[config.mk]
export PLATFORM = sky130hd
export DESIGN_NAME = retune_sequencer
export DESIGN_NICKNAME = d
export VERILOG_FILES = /design/src/rtl/retune_sequencer_pkg.sv /design/src/rtl/retune_sequencer_phase_shadow_bank.sv /design/src/rtl/retune_sequencer.sv
export SDC_FILE = /design/constraint.sdc
export NUM_CORES = 2
export LEC_CHECK = 0
export BUFFER_PORTS_ARGS = -buffer_cell sky130_fd_sc_hd__buf_2
export CAP_MARGIN = 20
export CORE_ASPECT_RATIO = 0.9
export CORE_MARGIN = 2
export CORE_UTILIZATION = 51
export DETAILED_ROUTE_END_ITERATION = 8
export PLACE_DENSITY = 0.75
export REMOVE_ABC_BUFFERS = 1
export SLEW_MARGIN = 30
export SYNTH_ARGS = -nofsm -noshare
export SYNTH_HDL_FRONTEND = slang
export SYNTH_SLANG_ARGS = --single-unit
export TNS_END_PERCENT = 20
[constraint.sdc]
create_clock -name aclk -period 23.2 [get_ports aclk]
set_input_delay 0 -clock aclk [delete_from_list [all_inputs] [get_ports aclk]]
set_output_delay 0 -clock aclk [all_outputs]
set_load 0.02 [all_outputs]
[src/rtl/retune_sequencer_pkg.sv]
// Shared types and cfg-bus layout for the retune sequencer.
// The control byte positions live here so the top and any consumers agree on them.
package retune_sequencer_pkg;

   typedef enum logic [2:0] {
      StIdle   = 3'd0,
      StBlank  = 3'd1,
      StReset  = 3'd2,
      StLoad   = 3'd3,
      StSettle = 3'd4,
      StRun    = 3'd5
   } state_t;

   localparam int unsigned RSTN_BIT     = 0;
   localparam int unsigned BLANK_BIT    = 8;
   localparam int unsigned PHASEVLD_BIT = 16;
   localparam int unsigned CTRL_WIDTH   = PHASEVLD_BIT + 1;

   // Control field of cfg word 0; the remaining bits of that word are zero.
   function automatic logic [CTRL_WIDTH-1:0] ctrl_bits(input logic rstn,
                                                       input logic blank,
                                                       input logic phasevld);
      logic [CTRL_WIDTH-1:0] w_bits;
      w_bits               = '0;
      w_bits[RSTN_BIT]     = rstn;
      w_bits[BLANK_BIT]    = blank;
      w_bits[PHASEVLD_BIT] = phasevld;
      return w_bits;
   endfunction

endpackage

[src/rtl/retune_sequencer_phase_shadow_bank.sv]
// Shadow and active phase-increment registers: writes land in shadow at any time,
// the whole shadow set is copied to active in one edge when i_load is high.
module retune_sequencer_phase_shadow_bank #(
   parameter int unsigned NUM_CHANS   = 13,
   parameter int unsigned PHASE_WIDTH = 32
) (
   input  logic                             i_clk,
   input  logic                             i_rst,
   input  logic                             i_wr_en,
   input  logic [3:0]                       i_wr_chan,
   input  logic [PHASE_WIDTH-1:0]           i_wr_phase,
   input  logic                             i_load,
   output logic [NUM_CHANS*PHASE_WIDTH-1:0] o_active,
   output logic                             o_wr_err
);

   logic [PHASE_WIDTH-1:0] r_shadow [NUM_CHANS];
   logic [PHASE_WIDTH-1:0] r_active [NUM_CHANS];
   logic                   r_wr_err;
   logic                   w_chan_ok;

   assign w_chan_ok = (32'(i_wr_chan) < NUM_CHANS);

   always_ff @(posedge i_clk or posedge i_rst) begin
      if (i_rst) begin
         for (int unsigned i = 0; i < NUM_CHANS; i++) begin
            r_shadow[i] <= '0;
            r_active[i] <= '0;
         end
      end else begin
         for (int unsigned i = 0; i < NUM_CHANS; i++) begin
            if (i_wr_en && (32'(i_wr_chan) == i)) begin
               r_shadow[i] <= i_wr_phase;
            end
            // Old shadow value is copied; a write in the same edge waits for the next load.
            if (i_load) begin
               r_active[i] <= r_shadow[i];
            end
         end
      end
   end

   always_ff @(posedge i_clk or posedge i_rst) begin
      if (i_rst) begin
         r_wr_err <= 1'b0;
      end else if (i_wr_en && !w_chan_ok) begin
         r_wr_err <= 1'b1;
      end
   end

   always_comb begin
      o_active = '0;
      for (int unsigned i = 0; i < NUM_CHANS; i++) begin
         o_active[i*PHASE_WIDTH +: PHASE_WIDTH] = r_active[i];
      end
   end

   assign o_wr_err = r_wr_err;

endmodule

[src/rtl/retune_sequencer.sv]
// Channelizer retune controller: applies shadowed phase increments via blank/reset/load/settle.
// Optional: define RETUNE_COUNT_EN to add the saturating retune_cnt[15:0] output.
module retune_sequencer #(
   parameter int unsigned NUM_CHANS     = 13,
   parameter int unsigned PHASE_WIDTH   = 32,
   parameter int unsigned CFG_WIDTH     = (NUM_CHANS + 1) * PHASE_WIDTH,
   parameter int unsigned BLANK_CYCLES  = 16,
   parameter int unsigned RST_CYCLES    = 32,
   parameter int unsigned SETTLE_CYCLES = 4096,
   parameter int unsigned CNT_WIDTH     = 24
) (
   input  logic                   aclk,
   input  logic                   areset,
   input  logic                   wr_en,
   input  logic [3:0]             wr_chan,
   input  logic [PHASE_WIDTH-1:0] wr_phase,
   input  logic                   commit,
   output logic [CFG_WIDTH-1:0]   cfg_out,
   output logic                   busy,
   output logic                   done,
   output logic                   wr_err
`ifdef RETUNE_COUNT_EN
   ,
   output logic [15:0]            retune_cnt
`endif
);
   import retune_sequencer_pkg::*;

   localparam logic [CNT_WIDTH-1:0] BLANK_LOAD  = CNT_WIDTH'(BLANK_CYCLES - 1);
   localparam logic [CNT_WIDTH-1:0] RST_LOAD    = CNT_WIDTH'(RST_CYCLES - 1);
   localparam logic [CNT_WIDTH-1:0] SETTLE_LOAD = CNT_WIDTH'(SETTLE_CYCLES - 1);

   state_t                         r_state;
   state_t                         w_state_nxt;
   logic [CNT_WIDTH-1:0]           r_cnt;
   logic [CNT_WIDTH-1:0]           w_cnt_nxt;
   logic                           w_cnt_zero;
   logic                           r_pending;
   logic                           w_pending_nxt;
   logic                           r_rstn;
   logic                           r_blank;
   logic                           r_phasevld;
   logic                           r_busy;
   logic                           r_done;
   logic                           w_rstn_nxt;
   logic                           w_blank_nxt;
   logic                           w_phasevld_nxt;
   logic                           w_busy_nxt;
   logic                           w_done_nxt;
   logic                           w_load;
   logic [NUM_CHANS*PHASE_WIDTH-1:0] w_active;

   assign w_cnt_zero = (r_cnt == '0);
   assign w_load     = (w_state_nxt == StLoad);

   // State, counter, pending flag and the registered cfg control bits.
   always_ff @(posedge aclk or posedge areset) begin
      if (areset) begin
         r_state    <= StIdle;
         r_cnt      <= '0;
         r_pending  <= 1'b0;
         r_rstn     <= 1'b0;
         r_blank    <= 1'b1;
         r_phasevld <= 1'b0;
         r_busy     <= 1'b0;
         r_done     <= 1'b0;
      end else begin
         r_state    <= w_state_nxt;
         r_cnt      <= w_cnt_nxt;
         r_pending  <= w_pending_nxt;
         r_rstn     <= w_rstn_nxt;
         r_blank    <= w_blank_nxt;
         r_phasevld <= w_phasevld_nxt;
         r_busy     <= w_busy_nxt;
         r_done     <= w_done_nxt;
      end
   end

   always_comb begin
      w_state_nxt   = r_state;
      w_cnt_nxt     = r_cnt;
      w_pending_nxt = r_pending;
      unique case (r_state)
         StIdle: begin
            if (commit) begin
               w_state_nxt = StBlank;
               w_cnt_nxt   = BLANK_LOAD;
            end
         end
         StBlank: begin
            if (w_cnt_zero) begin
               w_state_nxt = StReset;
               w_cnt_nxt   = RST_LOAD;
            end else begin
               w_cnt_nxt = r_cnt - CNT_WIDTH'(1);
            end
         end
         StReset: begin
            if (w_cnt_zero) begin
               w_state_nxt = StLoad;
            end else begin
               w_cnt_nxt = r_cnt - CNT_WIDTH'(1);
            end
         end
         StLoad: begin
            w_state_nxt = StSettle;
            w_cnt_nxt   = SETTLE_LOAD;
         end
         StSettle: begin
            if (w_cnt_zero) begin
               w_state_nxt = StRun;
            end else begin
               w_cnt_nxt = r_cnt - CNT_WIDTH'(1);
            end
         end
         StRun: begin
            if (commit || r_pending) begin
               w_state_nxt   = StBlank;
               w_cnt_nxt     = BLANK_LOAD;
               w_pending_nxt = 1'b0;
            end
         end
         default: begin
            w_state_nxt = StIdle;
         end
      endcase
      // Commits during a sequence collapse into one restart after RUN.
      if (commit && (r_state != StIdle) && (r_state != StRun)) begin
         w_pending_nxt = 1'b1;
      end
   end

   // Control bits are decoded from the next state so they change with the state register.
   always_comb begin
      w_rstn_nxt = r_rstn;
      unique case (w_state_nxt)
         StReset, StLoad:  w_rstn_nxt = 1'b0;
         StSettle, StRun:  w_rstn_nxt = 1'b1;
         default:          w_rstn_nxt = r_rstn;
      endcase
      w_blank_nxt    = (w_state_nxt != StRun);
      w_phasevld_nxt = (w_state_nxt == StLoad);
      w_busy_nxt     = (w_state_nxt != StIdle) && (w_state_nxt != StRun);
      w_done_nxt     = (w_state_nxt == StRun) && (r_state != StRun);
   end

   retune_sequencer_phase_shadow_bank #(
      .NUM_CHANS   (NUM_CHANS),
      .PHASE_WIDTH (PHASE_WIDTH)
   ) u_bank (
      .i_clk      (aclk),
      .i_rst      (areset),
      .i_wr_en    (wr_en),
      .i_wr_chan  (wr_chan),
      .i_wr_phase (wr_phase),
      .i_load     (w_load),
      .o_active   (w_active),
      .o_wr_err   (wr_err)
   );

   always_comb begin
      cfg_out                              = '0;
      cfg_out[PHASE_WIDTH-1:0]             = PHASE_WIDTH'(ctrl_bits(r_rstn, r_blank, r_phasevld));
      cfg_out[CFG_WIDTH-1:PHASE_WIDTH]     = w_active;
   end

   assign busy = r_busy;
   assign done = r_done;

`ifdef RETUNE_COUNT_EN
   logic [15:0] r_retune_cnt;

   always_ff @(posedge aclk or posedge areset) begin
      if (areset) begin
         r_retune_cnt <= '0;
      end else if (w_done_nxt && (r_retune_cnt != 16'hFFFF)) begin
         r_retune_cnt <= r_retune_cnt + 16'd1;
      end
   end

   assign retune_cnt = r_retune_cnt;
`endif

endmodule

Word level (Yosys, flattened, before mapping)
Cells that the tools add are included.
W data, S select, Z words.
{"block": "word_totals", "regBits": 866, "latchBits": 0, "in_bits": 40, "word_cells": 112, "mem_bits_ro": 0, "memories": 0, "ramBits": 0}
{"block": "classes", "n_bitwise": 0, "div": 0, "n_reduce_logical": 34, "mul": 0, "n_lt_le_gt_ge": 1, "eq_ne": 26, "n_mux": 15, "shifts": 0, "n_addsub": 1}
{"op": "$pmux W24 S5", "count": 1}
{"op": "$mux W24", "count": 4}
{"op": "$logic_not A24 Y1", "count": 1}
{"op": "$sub A24 B1 Y24 const B", "count": 1}
{"op": "$eq A4 B4 Y1 const B", "count": 5}
{"op": "$logic_and A1 B1 Y1", "count": 18}
{"op": "$pmux W3 S6", "count": 1}
{"op": "$eq A4 B3 Y1 const B", "count": 4}
{"op": "$mux W3", "count": 5}
{"op": "$eq A3 B2 Y1 const B", "count": 4}
{"op": "$eq A3 B3 Y1 const B", "count": 4}
{"op": "$eq A4 B2 Y1 const B", "count": 2}
{"op": "$ne A2 B2 Y1 const B", "count": 3}
{"op": "$ne A3 B3 Y1 const B", "count": 2}
{"op": "$reduce_bool A2 Y1", "count": 3}
{"op": "$reduce_bool A3 Y1", "count": 2}
{"op": "$reduce_or A2 Y1", "count": 3}
{"op": "$reduce_bool A5 Y1", "count": 1}
{"op": "$eq A4 B1 Y1 const B", "count": 1}
{"op": "$logic_not A4 Y1", "count": 1}
{"op": "$lt A4 B4 Y1 const B", "count": 1}
{"op": "$reduce_and A4 Y1", "count": 1}
{"op": "$eq A3 B1 Y1 const B", "count": 1}
{"op": "$logic_not A3 Y1", "count": 1}
{"op": "5 further kinds", "count": 7}

Logic depth before layout (Yosys ltp)
{"block": "depth", "depth_word": 6, "depth_mapped": 12, "ltp_nobuf": 8}

Cells and area by module
Synthesis repeated with hierarchy kept, for this count alone.
{"block": "hier_totals", "hier_cells": 2076, "hier_area_um2": 33201.8}
{"module": "retune_sequencer_phase_shadow_bank", "area_each_um2": 30893.4, "cells_per_inst": 1810, "instances": 1}
{"module": "retune_sequencer", "area_each_um2": 2308.5, "cells_per_inst": 266, "instances": 1}

Worst setup path after synthesis
OpenSTA, ideal clock, no wires.
{"block": "synth_timing", "path_kind": "register to register", "start": "register r_cnt[0]", "end": "register u_bank.r_active, in the netlist u_bank.o_active[0]", "setup_time_ns": 0.117, "slack_ns": 20.891, "path_buffers": 3, "stages_incl_launch_ff": 12, "synth_period_minus_slack_ns": 2.309, "t_arrival_ns": 2.192, "cell_sequence": "dfrtp_1 inv_1 ha_1 nor3b_1 nand4_1 nor2_1 nand3_1 buf_2 clkbuf_1 buf_2 nand2_1 nand2_1"}
{"block": "synth_between", "elab_chain_cells": 4, "word_cells_on_any_way": 6, "classes_between": "eq/ne: 1; mux: 4; reduce/logical: 1"}
{"item": "start: declaration", "line": "retune_sequencer.sv:35", "text": "logic [CNT_WIDTH-1:0] r_cnt;"}
{"item": "start signal: assignment", "line": "retune_sequencer.sv:69", "text": "r_cnt <= w_cnt_nxt;"}
{"item": "$logic_not A24 Y1 *", "line": "retune_sequencer.sv:53", "text": "assign w_cnt_zero = (r_cnt == '0);"}
{"item": "$mux W3, on equally long branches", "line": "retune_sequencer.sv:110, retune_sequencer.sv:91, retune_sequencer.sv:99"}
{"item": "$pmux W3 S6 *", "line": "retune_sequencer.sv:83", "text": "unique case (r_state)"}
{"item": "$eq A3 B2 Y1 *", "line": "retune_sequencer.sv:54", "text": "assign w_load = (w_state_nxt == StLoad);"}
{"item": "end signal: indexed assignment", "line": "retune_sequencer_phase_shadow_bank.sv:37", "text": "r_active[i] <= r_shadow[i];"}
{"item": "end: declaration", "line": "retune_sequencer_phase_shadow_bank.sv:18", "text": "logic [PHASE_WIDTH-1:0] r_active [NUM_CHANS];"}
Mark *: on every way between the ends. The rest lies on a longest branch, timed or not.
A chain may end at the register's enable or synchronous reset.

Worst setup path after layout
{"block": "layout_timing", "start": "register r_cnt[0]", "end": "register u_bank.r_active, in the netlist u_bank.o_active[135]"}
The elaborated chain is that of the path after synthesis.

==> run metrics <==
input/output buffers=461; arrival time at the worst endpoint=6.05 ns; Seq cells post-synth=866; setup tns final=0 ns; first-pass GRT wire length=128900 um; 1st-iter DRT viols=1911; dpl hpwl=50480 um; Reg clk slew, reported paths=0.06 ns; final antenna-violating net count=0; fillcell total=5178; Critical Path RT=23.77 ns; register area share after synthesis=between 60% and 70%; Vias=around 23000; WHS=~0.26 ns; initial antenna violation count=1; clk_lat worst skew=0.64 ns; EDFF count, synth=0; CTS tree=yes; Worst Skew=0.04315 ns; crit path max fanout=80; # rows=89; drt first pass iters=5; post-CTS setup buffer count=0; clock root buffer=clkbuf_16; Synth Flop Type=dfrtp_1; launching point of the worst reg2reg path=r_cnt[0]; area leader, netlist=dfrtp_1; RSZ-0062 raised after global routing=no; Worst Setup SP=r_cnt[0]; post-synthesis cell count=2950; routed length per instance=19.24 um; DR vias/cell=5.223; final worst slack=17.72 ns; asr flop ratio synth=100.0%; worst slew pin tran=between 0.9 and 1 ns; Distinct cells, synth=52; pre-CTS WS=approximately 18 ns; worst setup path class=flip-flop to flip-flop; Max Cap Viol=0; I/O pin count=491; Nets=approximately 3400; final setup vio count=0; layout cells sized above 1=31.25%; synth top area cells=dfrtp_1, nand2_1, mux2_2, buf_6, clkbuf_1; Hold Fails Final Rpt=0; CTS buffer count=86; VDD IR max=0.06363 mV; post-route clock period utilization=23.64%; Core ar.=65260 um2; Leak=between 20 and 25 nW; Hold Path Class=primary input to flip-flop; drt total wl=83260 um; Slew Viols, Final=0; Peak Freq=between 150 and 200 MHz; worst-case clock buffer depth=3; synthesized area=around 34000 um2; Hold Path Origin=commit; Final Wtd Congestion=0.8286; Yosys top cell area share=between 60% and 70%; vias in the first global route=22142; H-tree depth=3; die area=67770 um2; CP Capture Type=flip-flop; chip height=247.2 um; Area growth, synth to finish=18.17%; Syn. warnings=0; syn avg cell area=approximately 11 um2; register-to-register path setup slack=between 15 and 20 ns; Die Wd=274.2 um; CP startpoint kind=flip-flop; CTS sink count=approximately 870; Slew HR=37.58%; status=complete, no violations; grt ovf=0; GRT Total Usage=between 20% and 30%; Period minus WS final=5.484 ns; Initial Util=51.35%; Core Util, Final=60.68%; pwr dens=86.80 nW/um2; largest net degree at the start of global routing=roughly 170; Tot Pwr=3.437 mW; DRC viols=0
synthesized netlist by cell type, drive strengths merged, types with 2 or more instances:
cell,n
or3,8
a21oi,18
xnor2,13
nor4,12
nand3,5
mux2i,2
a31oi,2
o21ai,17
inv,8
nor3,9
and3,5
clkbuf,87
nand2,1266
or4,3
nand3b,5
mux2,417
and2,2
a311o,2
nor2,41
nor3b,3
o211ai,2
dfrtp,865
o31a,2
a21o,3
nand2b,6
buf,125
a211o,3
or2,3
flip-flops by register name, indices dropped and copies added, names as in the netlist:
register and count:
r_cnt 24, r_blank 1, u_bank.r_shadow 416, r_rstn 1, u_bank.o_active 416, r_pending 1, r_state 3, r_phasevld 1
u_bank.o_wr_err 1, busy 1, done 1
routing by layer:
metal / share of wire, % / global-route usage, % / up-vias
met5: 0 / 0 / -
li1: - / - / 10266
met3: 5.4 / 4.350 / 153
met4: 3.1 / 8.104 / 0
met1: 43 / 34.72 / 11516
met2: 48 / 39.42 / 667
worst max-delay path, cell delays in order (launching register included):
cell     delay (ns)
dfrtp_1        0.42
inv_1          0.08
ha_1           0.19
nor3b_1        0.52
nand4_1        0.35
or2_1          0.45
nor2_4         0.68
buf_4          0.78
buf_4          0.70
buf_4          0.81
nand2_1        0.14
nand2_1        0.10
final timing paths:
kind                                             end  cells past startpoint
worst max register to register  u_bank.o_active[135]                     11
worst min-delay path                       r_pending                      4
max in group asynchronous       u_bank.o_active[334]                      9
worst min register to register  u_bank.o_active[238]                      2
worst max-delay path            u_bank.o_active[135]                     11
min in group asynchronous       u_bank.r_shadow[164]                      4
cells by family after synthesis:
group | count (synthesis) | synth area share (%)
adders and majority gates | 1 | 0.03733
other | 1 | 0.01119
DFF | 866 | 64.67
muxes | 419 | 14.07
AOI/OAI and AO/OA | 58 | 1.094
and+or+nand+nor | 1372 | 15.91
buffers and inverters | 220 | 3.861
xor gates and xnor gates | 13 | 0.3398
layout make-up:
| cell class | count | area, um2 | area share, % |
|---|---|---|---|
| Clock buffer | 115 | 2442 | 6.168 |
| Sequential cell | 866 | 21670 | 54.73 |
| Tap cell | 864 | 1081 | 2.730 |
| Multi-Input combinational cell | 1892 | 10730 | 27.09 |
| Timing Repair Buffer | 539 | 3098 | 7.824 |
| Antenna cell | 1 | 2.502 | 0.006320 |
| Clock inverter | 42 | 535.5 | 1.352 |
| Inverter | 8 | 37.54 | 0.09479 |
placed cells by master, fill, tap and decap left out, types with 12 or more instances in the layout:
master	synthesis	routed
a21oi_1	18	18
buf_2	44	461
buf_4	33	25
clkbuf_1	87	12
clkbuf_16	0	87
clkbuf_8	0	16
clkinv_2	0	20
conb_1	1	29
dfrtp_1	865	865
dlygate4sd3_1	0	42
mux2_2	417	417
nand2_1	1266	1265
nor2_1	40	34
o21ai_0	17	17
xnor2_1	13	13
stage by stage:
step / std cells / area [um2]
after floorplan: 2766 / 32350
after global placement: 4123 / 36090
after detailed placement: 4125 / 36120
after CTS: 4323 / 39510
after global routing: 4327 / 39600
final: 4327 / 39600
report_power, final:
part	total [mW]	switching, mW	internal (mW)
combinational	0.234	0.0969	0.137
sequential	1.77	0.0868	1.68
clock	1.44	0.600	0.837
repair_timing:
item	CTS	global route
hold buffers	41	1
setup endpoints to repair	0	0
endpoints found under the hold margin	547	27
gates resized for setup	0	0
Power figures use the tool's default switching activity.
